===== src/rtl/di_initiator.sv =====
// Initiator end of the DI terminal/register transfer interface: takes one command,
// sequences per-word read/write handshakes with the responder, reports final status.
module di_initiator #(
    parameter int TIMEOUT = 1024,
    parameter int TO_W    = 11
) (
    input  logic        di_clk,
    input  logic        reset,
    input  logic        cmd_valid,
    output logic        cmd_ready,
    input  logic        cmd_write,
    input  logic [15:0] cmd_term,
    input  logic [31:0] cmd_addr,
    input  logic [31:0] cmd_len,
    output logic [15:0] rd_data,
    output logic        rd_valid,
    input  logic        rd_ready,
    input  logic [15:0] wr_data,
    input  logic        wr_valid,
    output logic        wr_ready,
    output logic        busy,
    output logic        done,
    output logic [15:0] status,
    output logic [15:0] di_term_addr,
    output logic [31:0] di_reg_addr,
    output logic [31:0] di_len,
    output logic        di_read_mode,
    output logic        di_read_req,
    output logic        di_read,
    output logic        di_write_mode,
    output logic        di_write,
    output logic [15:0] di_reg_datai,
    input  logic        di_read_rdy,
    input  logic [15:0] di_reg_datao,
    input  logic        di_write_rdy,
    input  logic [15:0] di_transfer_status
);

    typedef enum logic [2:0] {
        S_IDLE,
        S_RREQ,
        S_RWAIT,
        S_RSTROBE,
        S_WWAIT,
        S_WSTROBE,
        S_FINISH
    } state_t;

    localparam logic [TO_W-1:0] TO_LAST        = TO_W'(TIMEOUT - 1);
    localparam logic [15:0]     STATUS_TIMEOUT = 16'hFFFE;

    state_t          r_state;
    state_t          w_state_next;
    logic            r_write;
    logic            r_timeout;
    logic            r_done;
    logic            r_rd_valid;
    logic [15:0]     r_term;
    logic [15:0]     r_rd_data;
    logic [15:0]     r_datai;
    logic [15:0]     r_status;
    logic [31:0]     r_addr;
    logic [31:0]     r_len;
    logic [30:0]     r_words;
    logic [TO_W-1:0] r_to;

    logic            w_accept;
    logic            w_rd_go;
    logic            w_wr_take;
    logic            w_to_hit;
    logic            w_waiting;
    logic            w_last_word;
    logic [30:0]     w_words_init;

    assign w_accept     = (r_state == S_IDLE) && cmd_valid;
    assign w_words_init = cmd_len[31:1] + {30'd0, cmd_len[0]};
    // The read slot must be empty (or draining this cycle) before another word is pulled.
    assign w_rd_go      = di_read_rdy && (!r_rd_valid || rd_ready);
    assign w_wr_take    = (r_state == S_WWAIT) && wr_valid && di_write_rdy;
    assign w_last_word  = (r_words == 31'd1);

    always_comb begin
        w_state_next = r_state;
        w_to_hit     = 1'b0;
        case (r_state)
            S_IDLE: begin
                // A zero-length command completes from IDLE without raising a mode.
                if (cmd_valid && (cmd_len != 32'd0))
                    w_state_next = cmd_write ? S_WWAIT : S_RREQ;
            end
            S_RREQ:    w_state_next = S_RWAIT;
            S_RWAIT: begin
                if (w_rd_go) begin
                    w_state_next = S_RSTROBE;
                end else if (r_to == TO_LAST) begin
                    w_state_next = S_FINISH;
                    w_to_hit     = 1'b1;
                end
            end
            S_RSTROBE: w_state_next = w_last_word ? S_FINISH : S_RREQ;
            S_WWAIT: begin
                if (w_wr_take) begin
                    w_state_next = S_WSTROBE;
                end else if (r_to == TO_LAST) begin
                    w_state_next = S_FINISH;
                    w_to_hit     = 1'b1;
                end
            end
            S_WSTROBE: w_state_next = w_last_word ? S_FINISH : S_WWAIT;
            S_FINISH:  w_state_next = S_IDLE;
            default:   w_state_next = S_IDLE;
        endcase
    end

    assign w_waiting = ((r_state == S_RWAIT) || (r_state == S_WWAIT)) && (w_state_next == r_state);

    always_ff @(posedge di_clk or posedge reset) begin
        if (reset) begin
            r_state    <= S_IDLE;
            r_write    <= 1'b0;
            r_timeout  <= 1'b0;
            r_done     <= 1'b0;
            r_rd_valid <= 1'b0;
            r_term     <= 16'd0;
            r_rd_data  <= 16'd0;
            r_datai    <= 16'd0;
            r_status   <= 16'd0;
            r_addr     <= 32'd0;
            r_len      <= 32'd0;
            r_words    <= 31'd0;
            r_to       <= '0;
        end else begin
            r_state <= w_state_next;
            r_done  <= 1'b0;
            r_to    <= w_waiting ? (r_to + TO_W'(1)) : '0;

            if (w_accept) begin
                r_write   <= cmd_write;
                r_term    <= cmd_term;
                r_addr    <= cmd_addr;
                r_len     <= cmd_len;
                r_words   <= w_words_init;
                r_timeout <= 1'b0;
                if (cmd_len == 32'd0) begin
                    r_status <= 16'd0;
                    r_done   <= 1'b1;
                end
            end

            if (w_to_hit)
                r_timeout <= 1'b1;

            if (r_state == S_RSTROBE) begin
                r_rd_data  <= di_reg_datao;
                r_rd_valid <= 1'b1;
            end else if (r_rd_valid && rd_ready) begin
                r_rd_valid <= 1'b0;
            end

            if (w_wr_take)
                r_datai <= wr_data;

            if ((r_state == S_RSTROBE) || (r_state == S_WSTROBE))
                r_words <= r_words - 31'd1;

            if (r_state == S_FINISH) begin
                r_status <= r_timeout ? STATUS_TIMEOUT : di_transfer_status;
                r_done   <= 1'b1;
            end
        end
    end

    // cmd_ready is masked by reset so every output reads 0 while reset is held.
    assign cmd_ready     = (r_state == S_IDLE) && !reset;
    assign busy          = (r_state != S_IDLE);
    assign done          = r_done;
    assign status        = r_status;
    assign rd_data       = r_rd_data;
    assign rd_valid      = r_rd_valid;
    assign wr_ready      = w_wr_take;
    assign di_term_addr  = r_term;
    assign di_reg_addr   = r_addr;
    assign di_len        = r_len;
    assign di_read_mode  = (r_state != S_IDLE) && !r_write;
    assign di_write_mode = (r_state != S_IDLE) && r_write;
    assign di_read_req   = (r_state == S_RREQ);
    assign di_read       = (r_state == S_RSTROBE);
    assign di_write      = (r_state == S_WSTROBE);
    assign di_reg_datai  = r_datai;

endmodule


===== config.mk =====
export PLATFORM = sky130hd
export DESIGN_NAME = di_initiator
export DESIGN_NICKNAME = d
export VERILOG_FILES = /design/src/rtl/di_initiator.sv
export SDC_FILE = /design/constraint.sdc
export NUM_CORES = 1
export LEC_CHECK = 0
export ABC_AREA = 1
export CAP_MARGIN = 25
export CORE_MARGIN = 2
export CORE_UTILIZATION = 51
export CTS_CLUSTER_SIZE = 40
export DETAILED_ROUTE_END_ITERATION = 8
export GPL_TIMING_DRIVEN = 0
export HOLD_SLACK_MARGIN = 0.1
export PLACE_DENSITY = 0.92
export SKIP_LAST_GASP = 1
export SLEW_MARGIN = 10
export SYNTH_ARGS = -nofsm -noshare
export SYNTH_HDL_FRONTEND = slang
export SYNTH_SLANG_ARGS = --single-unit

===== constraint.sdc =====
create_clock -name di_clk -period 15.1 [get_ports di_clk]
set_input_delay 2.265 -clock di_clk [delete_from_list [all_inputs] [get_ports di_clk]]
set_output_delay 2.265 -clock di_clk [all_outputs]
set_load 0.03 [all_outputs]

==> impl_metrics.ini, run 1 <==
[status]
status = finished, final reports clean

[layout]
fin_util_pct = 73.27
diodes = 0
syn_to_final_growth_pct = 40.43
fin_nets = 1605
stdcell_area_mm2 = 0.01272
layout-drive-gt1-share_pct = 6.978

[route]
num_vias = 9332
ant_nets = 0
vias_per_cell = 5.486
drtIter0Drc = 1027
drt_first_pass_iters = 8
avgRoutedWirePerCell_um = 16.74
wl_um = 28480
drc_errors = 0

[global_routing]
track_usage_pct = 29.45
grt_pass1_wl_um = 43410
grt-ovfl-total = 0
grt_max_degree = 118
grt_antenna_before_repair = 0
use_met2_pct = 49.64
busiest_layer = met2
use_met1_pct = 36.63
grt_pass1_vias = 8747
grtUsageMet3_pct = 7.248

[timing]
setup_violations = 0
grt_setup_unrepaired = false
period_share_pct = 43.26
worst_pin_slew_ns = 0.8191
fin_hold_ws_ns = 0.4750
drv_slew = 0
tns_ns = 0
finalHoldViolations = 0
fmax_ghz = 0.1531
period_needed_ns = 6.532
fin_skew_ns = 0.01081
max_slew_margin_pct = 45.39

[worst_setup_path]
crit_fanout = 10
timing.rr.end = di_len[15]
startpoint_type = primary input
worst-r2r-setup-slack_ns = 12.95
rr_startpoint = r_state[1]
worstSetupPathType = primary input to output port
end_kind = output port
worstPathArrival_ns = 4.27
reg2regPathDepth = 8
required_ns = 12.84

[hold_path]
min_from = di_reg_datai[9]
hold_depth = 2
hp-class = register to register
holdPathEnd = di_reg_datai[9]

[cts]
htree_levels = 4
clkLatencyLatePin_ns = 0.44
cts_tree = built
clkTransAtPathRegs_ns = 0.08
cts_root_buf = clkbuf_16
cts.sinks = 177
cts_hold_buffers = 0
cts_resized = 0
max-clock-path-buffers = 2
numCtsBuffers = 17
post_cts_buffers = 0

[floorplan]
rows = 48
start_util_pct = 52.18
die_w_um = 137.3
io_pins = 274
die_area_mm2 = 0.01884
core_area_mm2 = 0.01736
die_y_um = 137.3

[place]
globalplace.congestion = 0.9536
portBuffers = 272
placed_area_mm2 = 0.01210
detailed_place_hpwl_um = 20780

[power_and_ir_drop]
power.share.combinational_pct = 52.7
p_clk_share_pct = 16.9
leakage_nw = 6.059
p_int_w = 0.001459
p_per_area_mw_per_mm2 = 214.3
netSwitchingFraction_pct = 46.46
vdd_drop_max_v = 0.0001290
power_switching_w = 0.001266
seq_power_share_pct = 30.4
power_w = 0.002725

[synth]
ys_seq_area_share_pct = 48.91
synth_cells = 1171
synth_area_leaders = dfrtp_1, nand2_1, o21ai_0
synth_area_mm2 = 0.009056
synth_top_cell_area_share_pct = 48.91
syn-num-nets = 1313
synth_warnings = 0
syn_avg_cell_area_um2 = 7.734
ys_ff_latch = 177
yosysTopAreaCell = dfrtp_1
synth_cell_type_count = 45

[run]
cap_violations = 0
[power groups by stage]
stage               registers (W)  logic [W]  clock network [W]
floorplan                 0.00114   0.000535                  0
global placement         0.000818    0.00138                  0
detailed placement       0.000829    0.00142                  0
CTS                      0.000824    0.00143           0.000463
global route             0.000850    0.00154           0.000483
finish                   0.000828    0.00144           0.000460
[registers in the layout, indices dropped and copies added, names as in the netlist]
name	cells
rd_data	16
r_write	1
r_timeout	1
di_len	32
di_term_addr	16
r_state	3
status	16
r_to	11
di_reg_addr	32
done	1
di_reg_datai	16
r_words	31
rd_valid	1
[metal layers]
| metal | wire length [um] | part of all wire [%] |
|---|---|---|
| met5 | 0 | 0 |
| met4 | 1005 | 3.5 |
| met3 | 2761 | 9.7 |
| met2 | 13930 | 49 |
| met1 | 10780 | 38 |
[kinds of logic after synthesis]
| family | count (synthesis) | share of synthesized area, % |
|---|---|---|
| compound gates | 149 | 8.953 |
| xor+xnor | 27 | 2.611 |
| buf+inv | 170 | 8.013 |
| fa+ha+maj | 6 | 0.8289 |
| simple gates | 642 | 30.69 |
| flops | 177 | 48.91 |
[worst max path at each step]
stage                  from              to  slack, ns  cells after the start
5_1_grt        di_write_rdy        wr_ready       8.44                      6
3_5_place_dp   di_write_rdy        wr_ready       8.58                      6
3_3_place_gp          reset  di_reg_addr[2]       5.68                      2
6_report       di_write_rdy        wr_ready       8.57                      6
2_1_floorplan         reset       di_len[0]       8.03                      1
4_1_cts        di_write_rdy        wr_ready       8.57                      6
[critical path, stage by stage]
cell	delay [ns]
clkdlybuf4s50_1	0.46
nand2_1	0.06
nor2_1	0.13
buf_2	0.24
clkbuf_1	0.36
clkdlybuf4s50_1	0.75
[Yosys cell counts, drive strengths merged]
master and count:
a21oi 22, a31oi 1, a32oi 1, and3 2
buf 30, clkbuf 12, clkinv 1, dfrtp 177
ha 6, inv 127, nand2 421, nand3 61
nand3b 1, nand4 16, nor2 104, nor3 33
nor4 1, o211ai 10, o21ai 105, o221ai 3
o22ai 4, o311ai 1, o31ai 2, or2 3
xnor2 5, xor2 22
[cell usage in the layout, fill, tap and decap left out, drive strengths merged]
cell type / n
clkbuf: 29
or2: 3
nand3: 61
nor3: 33
o22ai: 4
buf: 31
nand4: 16
o21ai: 105
o31ai: 2
bufinv: 1
o211ai: 10
ha: 6
nand2: 421
nor2: 104
nor4: 1
dfrtp: 177
a32oi: 1
clkinv: 9
nand3b: 1
inv: 133
xor2: 22
a31oi: 1
and3: 2
o221ai: 3
a21oi: 22
o311ai: 1
xnor2: 5
clkdlybuf4s50: 272
[cell type report]
class | instances | area (um2)
fillers | 1268 | 4639
flip-flops and latches | 177 | 4429
multi-input cells | 824 | 3901
repair buffers | 273 | 2750
inverters | 128 | 493.0
clock buffers | 17 | 425.4
well taps | 225 | 281.5
plain buffers | 42 | 240.2
clock inverters | 15 | 196.4
[metrics by stage]
stage / cells / setup slack (ns)
after detailed placement: 1669 / 8.581
after global routing: 1701 / 8.442
after global placement: 1668 / 5.682
after CTS: 1701 / 8.573
after floorplan: 1171 / 8.033
final: 1701 / 8.568
Note: power is estimated with default switching activity, not from simulation.
==> inputs of run 2 (changes only) <==
--- a/config.mk
+++ b/config.mk
@@ -8,12 +8,12 @@
 export ABC_AREA = 1
 export CAP_MARGIN = 25
 export CORE_MARGIN = 2
-export CORE_UTILIZATION = 51
+export CORE_UTILIZATION = 48
 export CTS_CLUSTER_SIZE = 40
 export DETAILED_ROUTE_END_ITERATION = 8
 export GPL_TIMING_DRIVEN = 0
 export HOLD_SLACK_MARGIN = 0.1
-export PLACE_DENSITY = 0.92
+export PLACE_DENSITY = 0.88
 export SKIP_LAST_GASP = 1
 export SLEW_MARGIN = 10
 export SYNTH_ARGS = -nofsm -noshare
==> constraint.sdc (replaced) <==
create_clock -name di_clk -period 6.55 [get_ports di_clk]
set_input_delay 0.9825 -clock di_clk [delete_from_list [all_inputs] [get_ports di_clk]]
set_output_delay 0.9825 -clock di_clk [all_outputs]
set_load 0.03 [all_outputs]
==> run 2 against run 1 <==
Flip-flop and latch count unchanged. Utilization decreased by 4.6 points. Die area increased by 6.1%. Sequential share of layout area decreased by 0.092 points. Global-route usage decreased by 0.27 points. Critical path depth unchanged. Setup slack got worse by 6.0 ns. Sequential power increased by 130%. Largest power group unchanged. First-iteration DRC count decreased by 12%.
==> impl_metrics.ini, run 2 (synthesized netlist as in run 1, its figures left out) <==
[timing]
grt_setup_unrepaired = false
tns_ns = 0
postLayoutSetupSlackWorst_ns = 2.581
worst_pin_slew_ns = 0.8850
period_needed_ns = 3.969
fmax_ghz = 0.2520
finalHoldViolations = 0
drv_slew = 0
max_slew_margin_pct = 41.00
setup_violations = 0
period_share_pct = 60.59
fin_skew_ns = 0.006925

[worst_setup_path]
startpoint_type = primary input
worstPathArrival_ns = 2.99
end_kind = output port
required_ns = 5.57
critPathMaxStageDelay_ns = 0.75
worstSetupPathType = primary input to output port
cpMostUsedCell = clkdlybuf4s50_1
worstPathCellList = clkdlybuf4s50_1 > nand2_1 > nor2_1 > buf_2 > clkbuf_1 > clkdlybuf4s50_1
crit_slowest_cell = clkdlybuf4s50_1
crit_fanout = 10
reg2regPathDepth = 7

[power_and_ir_drop]
vdd_drop_max_v = 0.0002323
p_per_area_mw_per_mm2 = 498.1
leakage_nw = 6.068

[layout]
syn_to_final_growth_pct = 40.80
nFillCells = 1461
final_common_cell = nand2_1
mostFrequentLayoutCells = nand2_1, clkdlybuf4s50_1, dfrtp_1
multi_input_area_mm2 = 0.003901
layout-drive-gt1-share_pct = 6.978
fin_nets = 1605
seq_area_mm2 = 0.004429

[hold_path]
hp-class = register to register
hold_depth = 2

[global_routing]
grt-ovfl-total = 0
grt_antenna_before_repair = 1
track_usage_pct = 29.18
grt_pass1_wl_um = 46330
grt_pass1_vias = 9052
grt_max_degree = 96

[floorplan]
die_area_mm2 = 0.01998
die_y_um = 141.4
rows = 50
start_util_pct = 48.74
core_area_mm2 = 0.01858
io_pins = 274
die_w_um = 141.4

[cts]
cts_resized = 0
max-clock-path-buffers = 2
cts.sinks = 177
cts_hold_buffers = 0
clkTransAtPathRegs_ns = 0.07
post_cts_buffers = 0
cts_tree = built
htree_levels = 4
clkLatencyLatePin_ns = 0.44
cts_root_buf = clkbuf_16
numCtsBuffers = 17

[route]
ant_nets = 0
drt_first_pass_iters = 6
drtIter0Drc = 903
num_vias = 9154
wl_um = 29310
avgRoutedWirePerCell_um = 17.13
vias_per_cell = 5.350
drc_errors = 0

[place]
globalplace.congestion = 0.9852
detailed_place_hpwl_um = 21660
place_worst_setup_slack_ns = 2.588
portBuffers = 272

[status]
status = finished, final reports clean

[run]
cap_violations = 0
## run 2: changes by cell type in the layout (fill, tap and decap cells not counted), sizes merged
cell      change
bufinv        +2
clkbuf        +2
clkinv        -6
clkinvlp      +1
diode         +1
inv           +1
## run 2: through the flow
stage                     total power [W]  hold slack [ns]  cell area [um2]  cells  utilization, %
final                            0.006351           0.4744            12750   1711           68.63
after CTS                        0.006344           0.4754            12750   1710           68.61
after global routing             0.006708           0.4976            12750   1710           68.61
after floorplan                  0.003850           0.4419             9056   1171               -
after global placement           0.005100           0.4528            12070   1677           64.97
after detailed placement         0.005204           0.4579            12110   1678           65.16
## run 2: path summary, 6_finish.rpt
kind,start,endpoint,slack (ns)
hold / removal,di_reg_datai[7],di_reg_datai[7],0.47
hold reg to reg,di_reg_datai[7],di_reg_datai[7],0.47
setup reg to reg,r_state[1],di_len[30],4.37
setup / recovery,di_write_rdy,wr_ready,2.58
min in group asynchronous,reset,rd_data[3],1.04
max in group asynchronous,reset,di_len[9],4.65
## run 2: where the power goes
| group | internal [W] | total, W | switching [W] |
|---|---|---|---|
| registers | 0.00158 | 0.00191 | 0.000328 |
| logic | 0.00123 | 0.00332 | 0.00210 |
| clock network | 0.000637 | 0.00112 | 0.000479 |
## run 2: cell type report
class | count | area share, %
Multi-Input combinational cell | 824 | 30.60
Timing Repair Buffer | 273 | 21.57
Tap cell | 234 | 2.296
Inverter | 128 | 3.866
Clock buffer | 19 | 3.552
Clock inverter | 13 | 1.482
Buffer | 42 | 1.884
Sequential cell | 177 | 34.74
Antenna cell | 1 | 0.01963
## run 2: critical path, delay by kind of cell
| family | cells | cell delay [ns] |
|---|---|---|
| buffers and inverters | 4 | 1.80 |
| and+or+nand+nor | 2 | 0.20 |
## run 2: routing by layer
metal  part of all wire, %  GRT usage, %  vias up
met5                     0             0        -
met4                   3.3         11.32        0
met3                   8.8         6.379       79
met2                    49         49.08      451
met1                    39         36.97     4327
li1                      -             -     4297
==> variant 1: new RTL, settings of run 2 <==
The parameter `TO_W` goes from 11 to 22.
--- a/src/rtl/di_initiator.sv
+++ b/src/rtl/di_initiator.sv
@@ -2,7 +2,7 @@
 // sequences per-word read/write handshakes with the responder, reports final status.
 module di_initiator #(
     parameter int TIMEOUT = 1024,
-    parameter int TO_W    = 11
+    parameter int TO_W    = 22
 ) (
     input  logic        di_clk,
     input  logic        reset,
Function: no difference found for any inputs over 4 cycles, from zero or initial values and one cycle with reset high; that may be too few to reach the edited logic, so the function may still have changed.
==> variant 1 against run 2 <==
  * Count of clock-buffer cells in the layout decreased by 1
  * Maximum frequency decreased by 2.1%
  * Sequential cell count increased by 11
  * Largest power group unchanged
  * Routed wire length increased by 13%
  * Power decreased by 0.53%
  * Worst setup slack got worse by 84 ps
  * Highest routed layer unchanged
  * Synthesized area increased by 6.3%
  * Non-clock buffer count unchanged
  * Final area increased by 4.3%
  * Clock power decreased by 8%
==> variant 1: results (changes against run 2) <==
Parameter                              Value

Drt
  Average vias per placed instance    5.41 (+1.2%)
  Per-cell routed wire length    17.9 um (+4.4%)
  Drt initial violations    1,057 (+17%)

Layout
  Final antenna diode count    0 (-1)
  Share of post-route cells with drive strength above 1    0.0620 (-0.00780)
  Final net count    1,710 (+6.5%)
  Filler cells    1,572 (+7.6%)

Power and ir drop
  Worst-case vdd ir drop    0.000327 V (+41%)
  Leak pwr    6.22 nW (+2.5%)

Timing
  Transition at the pin with the smallest max-transition slack    783 ps (-102 ps)
  Worst clock skew    15.2 ps (+8.27 ps)

Synth
  Syn_nets    1,418 (+8.0%)
  Synth top cells by count    457 x sky130_fd_sc_hd__nand2_1, 188 x sky130_fd_sc_hd__dfrtp_1, 118 x sky130_fd_sc_hd__nor2_1
  Distinct cell type count of the synthesized netlist    42 (-6.7%)
  XOR/XNOR share of the synthesized area    0.0264 (+0.000265)
  Synthesized-area fraction occupied by ao, oa, aoi and oai cells    0.0720 (-0.0175)
  Leading post-synthesis cells by cell area    sky130_fd_sc_hd__dfrtp_1 49%, sky130_fd_sc_hd__nand2_1 18%, sky130_fd_sc_hd__nand3_1 5.0%
  Sequential share of the synthesized area    0.489 (-0.000520)
  Adder-cell share of the synthesized area    0.00780 (-0.000493)

Global routing
  Initial antenna violation count    0 (-1)
  Maximum number of pins on one net before global-route repair    105 (+9.4%)
  GRT Resource Usage Total    0.312 (+0.0201)
  Wire length of the first global-routing pass    52.2 mm (+13%)

Setup path
  Data arrival time of the critical path    3070 ps (+80 ps)
  Crit path largest cell delay    790 ps (+40 ps)

Placement
  Weighted congestion reported at the end of routability-driven placement    0.996 (+1.1%)
  Area of placed instances    12,700 um2 (+5.1%)
  Pre-CTS setup slack    2530 ps (-62.0 ps)

Outcome
  Outcome    finished, final reports clean
variant 1: power breakdown:
part,internal (W),switching [W],leakage (nW)
clock,0.000510,0.000524,0.278
combinational,0.00118,0.00211,3.58
sequential,0.00166,0.000335,2.37
total,0.00335,0.00297,6.22
variant 1: logic make-up (layout without fill, tap and decap cells):
logic type,count (synthesis),count (layout)
compound gates,125,125
xor+xnor,29,29
fa+ha+maj,6,6
buf+inv,168,473
flops,188,188
simple gates,760,760
variant 1: final cells by class:
type,instances,area (um2),area share
plain buffers,42,203,0.0152
clock buffers,18,429,0.0323
clock inverters,14,149,0.0112
inverters,126,480,0.0361
multi-input cells,920,4250,0.320
flip-flops and latches,188,4700,0.354
well taps,265,332,0.0249
repair buffers,273,2750,0.207
variant 1: worst min-delay path, cell delays in order, from the launching register on:
cell and delay (ps):
sky130_fd_sc_hd__dfrtp_1 350, sky130_fd_sc_hd__nand2_1 50, sky130_fd_sc_hd__nand2_1 40
variant 1: metrics by stage:
step	hold WS [ps]	TNS [ps]	std cells
after CTS	476	0	1846
final	476	0	1846
after detailed placement	457	0	1814
after global placement	449	-394300	1813
after floorplan	432	0	1276
after global routing	491	0	1846
variant 1: worst paths after layout:
path	endpoint	slack [ps]	from	cells after the start
worst min-delay path	di_reg_addr[4]	480	di_reg_addr[4]	2
worst min register to register	di_reg_addr[4]	480	di_reg_addr[4]	2
worst max register to register	di_reg_addr[29]	4290	r_state[1]	8
worst max-delay path	wr_ready	2500	wr_valid	6
min in group asynchronous	status[1]	1110	reset	2
max in group asynchronous	di_len[25]	4560	reset	3
variant 1: metal layers:
layer	GRT usage	vias up	routed length (um)
met5	0	-	0
met4	0.108	0	1160
met3	0.0878	91	3130
met2	0.533	535	16100
met1	0.381	4729	12600
li1	-	4639	-
==> variant 2: new RTL, flow settings as in run 2 <==
Made on the original files. Put one more register stage on the output `status`, cleared by the reset. The value now appears one clock later. The other outputs are not delayed to match.
--- a/src/rtl/di_initiator.sv
+++ b/src/rtl/di_initiator.sv
@@ -174,7 +174,13 @@
     assign cmd_ready     = (r_state == S_IDLE) && !reset;
     assign busy          = (r_state != S_IDLE);
     assign done          = r_done;
-    assign status        = r_status;
+    always_ff @(posedge di_clk or posedge reset) begin
+        if (reset) begin
+            status <= '0;
+        end else begin
+            status <= r_status;
+        end
+    end
     assign rd_data       = r_rd_data;
     assign rd_valid      = r_rd_valid;
     assign wr_ready      = w_wr_take;
Function: changed (a bounded check fails within 10 cycles, from zero or initial values and one cycle with reset high).
==> variant 2 against run 2 <==
  * Worst hold slack worse by 100 ps
  * Synthesized area rose by 3.7%
  * Synthesized cell count up 0.34%
  * Power is 2.4% lower
  * Clock skew up 3.3 ps
  * Sequential cell count increased by 16
  * Routed wire length is 4.7% lower
  * Final area grew 2.6%
  * Worst setup slack better by 28 ps
  * Critical endpoint unchanged
  * Highest routed layer unchanged
==> variant 2: results (changes against run 2) <==
Parameter                              Value

Drt
  Overall routed net length    27.9 mm (-4.7%)
  Per-cell routed wire length    16.0 um (-6.7%)
  Total number of vias    8,960 (-2.1%)
  Drt initial violations    711 (-21%)
  First-pass DRT Iterations    5 (-1)

Placement
  Area of placed instances    12,500 um2 (+3.2%)
  Total half-perimeter wirelength after legalization and detailed placement    21.2 mm (-2.3%)
  Pre-CTS setup slack    2610 ps (+20.0 ps)

Power and ir drop
  Leak pwr    6.17 nW (+1.7%)
  Share of total power consumed by net switching    0.448 (-0.00980)
  Worst-case vdd ir drop    0.000239 V (+3.1%)
  Power per standard cell area    474 nW/um2 (-4.9%)

Global routing
  GRT Resource Usage Total    0.264 (-0.0273)
  Initial antenna violation count    2 (+1)
  Wire length of the first global-routing pass    42.4 mm (-8.5%)
  Maximum number of pins on one net before global-route repair    124 (+29%)
  Number of global-route vias before repair    8,347 (-7.8%)

Layout
  Filler cells    1,560 (+6.8%)
  Share of post-route cells with drive strength above 1    0.0797 (+0.00989)
  Final net count    1,610 (+0.31%)
  P&R area growth vs syn    39.2%

Synth
  Sequential share of the synthesized area    0.514 (+0.0250)
  Synthesized instance count    1,175 (+0.34%)
  Distinct cell type count of the synthesized netlist    42 (-6.7%)
  Synth top cells by count    418 x sky130_fd_sc_hd__nand2_1, 193 x sky130_fd_sc_hd__dfrtp_1, 113 x sky130_fd_sc_hd__inv_1
  Syn_nets    1,317 (+0.30%)

Setup path
  Data arrival time of the critical path    2960 ps (-30 ps)

Clock network
  Post-CTS clock slew at the launch and capture registers of the worst setup and hold paths    80 ps
  Post-CTS setup repair buffer count    0 (unchanged)

Outcome
  Outcome    finished, final reports clean

Timing
  Worst clock skew    10.2 ps (+3.32 ps)
  Worst slew margin relative to its limit    0.593 (+0.183)
variant 2: final timing paths:
path	from	endpoint	slack, ps	cells after the start
worst max-delay path	wr_valid	wr_ready	2610	6
worst min-delay path	r_status[6]	status[6]	370	0
worst max register to register	r_state[0]	r_words[12]	4420	9
worst min register to register	r_status[6]	status[6]	370	0
max in group asynchronous	reset	r_status[3]	4550	3
min in group asynchronous	reset	di_reg_datai[4]	1030	2
variant 2: metal layers:
metal  GRT usage  vias to the layer above  routed length (um)  part of all wire
li1            -                     4304                   -                 -
met1       0.335                     4173               11200              0.40
met2       0.451                      428               13700              0.49
met3      0.0500                       55                2180             0.078
met4      0.0986                        0                 864             0.031
met5           0                        -                   0                 0
variant 2: area by class of cell:
| cell class | count | share of cell area |
|---|---|---|
| tap | 265 | 0.0253 |
| clock buffer | 19 | 0.0339 |
| inverter | 131 | 0.0382 |
| antenna | 2 | 0.000383 |
| sequential | 193 | 0.369 |
| clock inverter | 13 | 0.0106 |
| multi-input combinational | 811 | 0.293 |
| buffer | 40 | 0.0181 |
| timing repair buffer | 274 | 0.211 |
variant 2: kinds of logic after synthesis:
| kind of cell | synth area share |
|---|---|
| AO/OA/AOI/OAI | 0.0887 |
| flip-flops | 0.514 |
| adder cells (fa/ha/maj) | 0.00799 |
| AND/OR/NAND/NOR | 0.287 |
| buffers and inverters | 0.0775 |
| XOR/XNOR | 0.0252 |
variant 2: power by group through the flow:
| stage | logic, W | registers, W | clock network, W |
|---|---|---|---|
| after floorplan | 0.00112 | 0.00275 | 0 |
| after global placement | 0.00308 | 0.00202 | 0 |
| after detailed placement | 0.00314 | 0.00203 | 0 |
| after CTS | 0.00315 | 0.00202 | 0.00104 |
| after global routing | 0.00338 | 0.00208 | 0.00109 |
| final | 0.00315 | 0.00203 | 0.00102 |
